--- src/rtl/sipo_frame_rx.sv ---
// Framed serial-in/parallel-out receiver: start bit, WIDTH data bits LSB first, stop bit.
// The assembled word is presented on a valid/ready output with frame-error and overrun pulses.
module sipo_frame_rx #(
    parameter int WIDTH = 4,
    parameter int CNT_W = 4
) (
    input  logic             clk,
    input  logic             rst,
    input  logic             bit_en,
    input  logic             sin,
    input  logic             out_ready,
    output logic [WIDTH-1:0] out,
    output logic             out_valid,
    output logic             busy,
    output logic             frame_err,
    output logic             overrun
);

    typedef enum logic [1:0] {
        IDLE = 2'd0,
        DATA = 2'd1,
        STOP = 2'd2
    } state_t;

    localparam logic [CNT_W-1:0] LAST_BIT = CNT_W'(WIDTH - 1);

    state_t             state, state_nxt;
    logic [WIDTH-1:0]   shreg, shreg_nxt;
    logic [CNT_W-1:0]   cnt, cnt_nxt;
    logic [WIDTH-1:0]   out_nxt;
    logic               valid_nxt;
    logic               ferr_nxt;
    logic               ovr_nxt;

    // NOTE: every output of this block gets a default first, so no path leaves one unassigned and no latch is inferred.
    always_comb begin
        state_nxt = state;
        shreg_nxt = shreg;
        cnt_nxt   = cnt;
        out_nxt   = out;
        valid_nxt = out_valid;
        ferr_nxt  = 1'b0;
        ovr_nxt   = 1'b0;

        // An accept drops valid unless a good stop bit reloads the word at the same edge.
        if (out_valid && out_ready) begin
            valid_nxt = 1'b0;
        end

        if (bit_en) begin
            unique case (state)
                IDLE: begin
                    if (!sin) begin
                        state_nxt = DATA;
                        cnt_nxt   = '0;
                    end
                end
                DATA: begin
                    shreg_nxt = {sin, shreg[WIDTH-1:1]};
                    if (cnt == LAST_BIT) begin
                        state_nxt = STOP;
                    end else begin
                        cnt_nxt = cnt + 1'b1;
                    end
                end
                STOP: begin
                    state_nxt = IDLE;
                    if (sin) begin
                        out_nxt   = shreg;
                        valid_nxt = 1'b1;
                        ovr_nxt   = out_valid && !out_ready;
                    end else begin
                        ferr_nxt = 1'b1;
                    end
                end
                default: state_nxt = IDLE;
            endcase
        end
    end

    // NOTE: sequential state uses non-blocking assignments so all registers update together from pre-edge values.
    always_ff @(posedge clk or posedge rst) begin
        if (rst) begin
            state     <= IDLE;
            shreg     <= '0;
            cnt       <= '0;
            out       <= '0;
            out_valid <= 1'b0;
            frame_err <= 1'b0;
            overrun   <= 1'b0;
        end else begin
            state     <= state_nxt;
            shreg     <= shreg_nxt;
            cnt       <= cnt_nxt;
            out       <= out_nxt;
            out_valid <= valid_nxt;
            frame_err <= ferr_nxt;
            overrun   <= ovr_nxt;
        end
    end

    assign busy = (state != IDLE);

endmodule

--- config.mk ---
export PLATFORM = sky130hd
export DESIGN_NAME = sipo_frame_rx
export DESIGN_NICKNAME = d
export VERILOG_FILES = /design/src/rtl/sipo_frame_rx.sv
export SDC_FILE = /design/constraint.sdc
export NUM_CORES = 1
export LEC_CHECK = 0
export CELL_PAD_IN_SITES_DETAIL_PLACEMENT = 0
export CELL_PAD_IN_SITES_GLOBAL_PLACEMENT = 2
export CORE_MARGIN = 1
export CORE_UTILIZATION = 41
export DETAILED_ROUTE_END_ITERATION = 6
export DONT_BUFFER_PORTS = 1
export PLACE_DENSITY_LB_ADDON = 0.2
export SYNTH_ARGS = -nofsm -noshare
export SYNTH_HDL_FRONTEND = slang
export SYNTH_SLANG_ARGS = --single-unit
--- constraint.sdc ---
create_clock -name clk -period 3.12 [get_ports clk]
set_input_delay 0.624 -clock clk [delete_from_list [all_inputs] [get_ports clk]]
set_output_delay 0.624 -clock clk [all_outputs]
set_load 0.02 [all_outputs]
==> results of run 1 <==
==> state kept, by name, indices dropped and copies added, names as in the netlist <==
| register | flops |
|---|---|
| state | 2 |
| overrun | 1 |
| shreg | 4 |
| frame_err | 1 |
| out | 4 |
| out_valid | 1 |
| cnt | 4 |
==> synth_stat cells <==
| library cell | number |
|---|---|
| a21o_1 | 1 |
| and2b_2 | 1 |
| and3_1 | 1 |
| buf_2 | 1 |
| dfrtp_1 | 17 |
| ha_1 | 1 |
| inv_1 | 2 |
| mux2_2 | 8 |
| nand2_1 | 3 |
| nand2_2 | 1 |
| nand2b_1 | 2 |
| nand3_1 | 5 |
| nand3_2 | 1 |
| nand3b_1 | 1 |
| nand4_1 | 2 |
| nand4b_1 | 2 |
| nor2_1 | 1 |
| nor2b_1 | 1 |
| nor2b_4 | 1 |
| nor3_1 | 2 |
| nor3b_1 | 1 |
| o211ai_1 | 1 |
| o21ai_0 | 5 |
| o22ai_1 | 1 |
| or2_2 | 1 |
| or3b_2 | 1 |
==> worst paths after layout <==
path	from	end	slack, ns	cells after the start
worst max-delay path	state[0]	busy	1.22	1
worst min-delay path	rst	cnt[1]	0.29	1
worst max register to register	cnt[0]	cnt[1]	1.65	4
worst min register to register	shreg[0]	out[0]	0.53	1
max in group asynchronous	rst	cnt[2]	2.43	1
min in group clk	sin	frame_err	0.41	1
==> power groups by stage <==
stage,clock (mW),sequential (mW),combinational [mW]
after floorplan,0,0.339,0.145
after global placement,0,0.365,0.149
after detailed placement,0,0.367,0.153
after CTS,0.121,0.362,0.153
after global routing,0.132,0.376,0.174
final,0.115,0.362,0.151
==> per-stage QoR <==
stage / setup slack, ns / instance area [um^2] / power, mW / utilization / std cells
after global placement: 1.551 / 787.0 / 0.5138 / 0.4558 / 88
after global routing: 1.161 / 814.5 / 0.6815 / 0.4717 / 92
final: 1.223 / 814.5 / 0.6285 / 0.4717 / 92
after floorplan: 1.714 / 760.7 / 0.4846 / - / 64
after CTS: 1.215 / 814.5 / 0.6366 / 0.4717 / 92
after detailed placement: 1.548 / 787.0 / 0.5208 / 0.4558 / 88
==> placed cells by master, fill, tap and decap left out, types with 2 or more instances in the layout <==
master and instances:
nor3_1 2, mux2_2 8, o21ai_0 5, nand4b_1 2, inv_1 2, nand4_1 2
dfrtp_1 17, nand2b_1 2, nand2_1 3, clkbuf_4 3, nand3_1 5
==> cell families after synthesis <==
family | synth area share
simple gates | 0.2286
buf+inv | 0.01644
fa+ha+maj | 0.01644
flops | 0.5592
compound gates | 0.06086
mux | 0.1184
==> routing by layer <==
| metal | routed length (um) | vias up |
|---|---|---|
| li1 | - | 237 |
| met5 | 0 | - |
| met3 | 64 | 2 |
| met2 | 539 | 14 |
| met1 | 633 | 220 |
| met4 | 12 | 0 |
==> cell type report <==
type | count | area (um^2) | area share
clock buffers | 3 | 22.52 | 0.02765
clock inverters | 1 | 5.005 | 0.006144
inverters | 2 | 7.507 | 0.009217
multi-input cells | 44 | 322.8 | 0.3963
flip-flops and latches | 17 | 425.4 | 0.5223
well taps | 25 | 31.28 | 0.03840
==> metrics.yaml, run 1 <==
cts_tree: "done"
intPower_uw: 415.3
portBuffers: 0
synth_area_per_cell_um2: 11.89
rsz0062_at_grt: "false"
finalSetupViolations: 0
crit_arrival_ns: 1.27
cts_root_buffer: "clkbuf_4"
outcome: "completed"
synthesis.nets: 70
n_antenna_cell: 0
antenna_found_initial: 0
num_rows: 15
numCtsBuffers: 3
switching_share: 0.3393
start_kind: "register"
post-route-min-period_ns: 1.897
io_pins: 13
max-slew-margin-rel: 0.5852
avgViaCountPerCell: 5.141
path_delay_family: "flip-flops"
fmax_ghz: 0.5270
nets: 74
clock_sinks: 17
globalRouteMet3Util: 0.06400
vias: 473
yosysWarnings: 0
syn_inst: 64
slew_violations: 0
grt_max_degree: 18
max_slew.worst_pin.slew_ns: 0.6216
synth_area_um2: 760.7
yosys.area.top_type: "dfrtp_1"
layout-drive-gt1-share: 0.2687
critical_path.cell_chain: "or2_2"
pwr-share-seq: 0.577
p_switching_uw: 213.2
drt-pass1-iter-count: 4
initial_core_util: 0.4406
wirelength_mm: 1.249
dieArea_um2: 2032
synthDistinctLibCells: 26
fin_tns_setup_ns: 0
cp_max_fo: 14
maxCapViolCount: 0
post-cts-setup-buffer-count: 0
die_y_um: 45.08
p_leak_nw: 0.3620
fin_skew_ns: 0.002168
yosysTopAreaCellShare: 0.5592
cp.buffers_inverters: 0
grt_pass1_vias: 487
power_density_nw_per_um2: 771.6
grt_util_all_layers: 0.1578
slowest_stage: "dfrtp_1"
path_clk_slew_ns: 0.09
required_ns: 2.50
avgRoutedWirePerCell_um: 13.58
fp.dieW_um: 45.08
gr-usage-met2: 0.2232
h-tree-depth: 1
dp_hpwl_um: 894.4
p_comb_frac: 0.241
hold_slack_ns: 0.2875
holdBufCountCts: 0
critPathCaptureType: "primary output"
syn_to_final_growth_pct: 7.072
drcViolationCount: 0
hp-class: "in -> async"
cts_resized: 0
synth_area_leaders: "dfrtp_1 (56%), mux2_2 (12%), nand3_1 (3.3%), o21ai_0 (3.3%), nand4b_1 (2.3%)"
yosysSeqAreaShare: 0.5592
final_antenna_net_count: 0
hold_violations: 0
top_usage_layer: "met2"
drtIter0Drc: 3
finalCritPeriodShare: 0.6082
ys_ff_latch: 17
grt-ovfl-total: 0
clk_latency_ns: 0.29
use_met1: 0.2103
grt_pass1_wl_mm: 2.173
fillers: 178
slowest_delay_ns: 0.56
p_clk_frac: 0.182
fp.coreArea_um2: 1727
cts_max_path_buffers: 2
peakVddDrop_mv: 0.4004
gp_congestion: 0.7004
critPathKind: "reg -> out"
(Power assumes the default switching activity.)
==> inputs of run 2 (changes only) <==
--- a/config.mk
+++ b/config.mk
@@ -8,7 +8,7 @@
 export CELL_PAD_IN_SITES_DETAIL_PLACEMENT = 0
 export CELL_PAD_IN_SITES_GLOBAL_PLACEMENT = 2
 export CORE_MARGIN = 1
-export CORE_UTILIZATION = 41
+export CORE_UTILIZATION = 38
 export DETAILED_ROUTE_END_ITERATION = 6
 export DONT_BUFFER_PORTS = 1
 export PLACE_DENSITY_LB_ADDON = 0.2
==> constraint.sdc (replaced) <==
create_clock -name clk -period 1.8 [get_ports clk]
set_input_delay 0.36 -clock clk [delete_from_list [all_inputs] [get_ports clk]]
set_output_delay 0.36 -clock clk [all_outputs]
set_load 0.02 [all_outputs]
==> metrics.yaml, run 2 (same netlist as run 1, synthesis figures left out) <==
outcome: "completed"
fin_tns_setup_ns: 0
path_clk_slew_ns: 0.10
hold_slack_ns: 0.02711
maxCapViolCount: 0
rsz0062_at_grt: "false"
critical_path.cell_chain: "or2_2"
top_regs: "cnt (4), out (4), shreg (4)"
fmax_ghz: 0.6453
clock_sinks: 17
p_leak_nw: 0.3637
max_slew.worst_pin.slew_ns: 0.6262
finalSetupViolations: 0
fin_skew_ns: 0.007404
nets: 75
n_antenna_cell: 0
wl_met1_um: 696
hold_violations: 0
max-slew-margin-rel: 0.5821
slowest_stage: "dfrtp_1"
critPathKind: "reg -> out"
cts_max_path_buffers: 2
slew_violations: 0
power_density_nw_per_um2: 1352
gp_congestion: 0.7498
wl_met3_um: 75
drcViolationCount: 0
post-route-min-period_ns: 1.550
finalCritPeriodShare: 0.8609
dieArea_um2: 2185
start_kind: "register"
required_ns: 1.44
reg2reg_from: "cnt[0]"
critPathCaptureType: "primary output"
place_area_um2: 794.5
final_common_cell: "dfrtp_1"
num_rows: 15
final_antenna_net_count: 0
fp.coreArea_um2: 1802
h-tree-depth: 1
hp-class: "in -> async"
wl_met2_um: 595
path_delay_family: "flip-flops"
wirelength_mm: 1.392
drtIter0Drc: 17
grt_pass1_wl_mm: 2.428
cts_root_buffer: "clkbuf_4"
cp.buffers_inverters: 0
avgViaCountPerCell: 5.290
peakVddDrop_mv: 0.6403
initial_core_util: 0.4222
io_pins: 13
grt_util_all_layers: 0.1660
grt_max_degree: 18
vias: 492
die_y_um: 46.74
dp_hpwl_um: 958.3
drt-pass1-iter-count: 2
crit_path_start: "state[0]"
antenna_found_initial: 0
grt-ovfl-total: 0
cts_resized: 0
cp_max_fo: 7
grt_pass1_vias: 508
post-cts-setup-buffer-count: 0
avgRoutedWirePerCell_um: 14.97
design_area_um2: 820.8
syn_to_final_growth_pct: 7.895
slowest_delay_ns: 0.50
portBuffers: 0
layout-drive-gt1-share: 0.2647
clk_latency_ns: 0.29
cts_tree: "done"
crit_arrival_ns: 1.19
numCtsBuffers: 3
final_cell_mix: "dfrtp_1 (17), mux2_2 (8), o21ai_0 (5), nand3_1 (5)"
highest_layer: "met4"
holdBufCountCts: 0
fp.dieW_um: 46.74
run 2: report_power, final:
group | switching (mW) | internal [mW] | total (mW)
registers | 0.128 | 0.491 | 0.619
logic | 0.133 | 0.158 | 0.290
clock network | 0.114 | 0.0861 | 0.200
total | 0.375 | 0.735 | 1.11
run 2: metal layers:
layer | vias to the layer above | track usage
met5 | - | 0
met4 | 0 | 0.06857
met3 | 2 | 0.06538
met2 | 14 | 0.2333
met1 | 237 | 0.2282
li1 | 239 | -
run 2: final timing paths:
kind	endpoint	slack (ns)	depth (start not counted)
min reg2reg	shreg[0]	0.51	1
max	busy	0.25	1
max reg2reg	cnt[0]	0.38	4
min in group clk	frame_err	0.14	1
min	out[1]	0.03	1
max in group asynchronous	state[1]	1.36	1
run 2: final cells by class:
type,instances,area [um^2]
fillers,183,980.9
repair buffers,1,7.507
flip-flops and latches,17,425.4
multi-input cells,44,322.8
well taps,25,31.28
inverters,2,7.507
clock buffers,4,26.28
run 2: metrics by stage:
stage | setup WS, ns | std cells | util | power, mW
finish | 0.2504 | 93 | 0.4556 | 1.109
detailed placement | 0.4082 | 89 | 0.4410 | 0.9164
floorplan | 0.5049 | 64 | - | 0.8400
CTS | 0.2464 | 93 | 0.4556 | 1.123
global placement | 0.4256 | 89 | 0.4410 | 0.9084
global route | 0.2009 | 93 | 0.4556 | 1.200
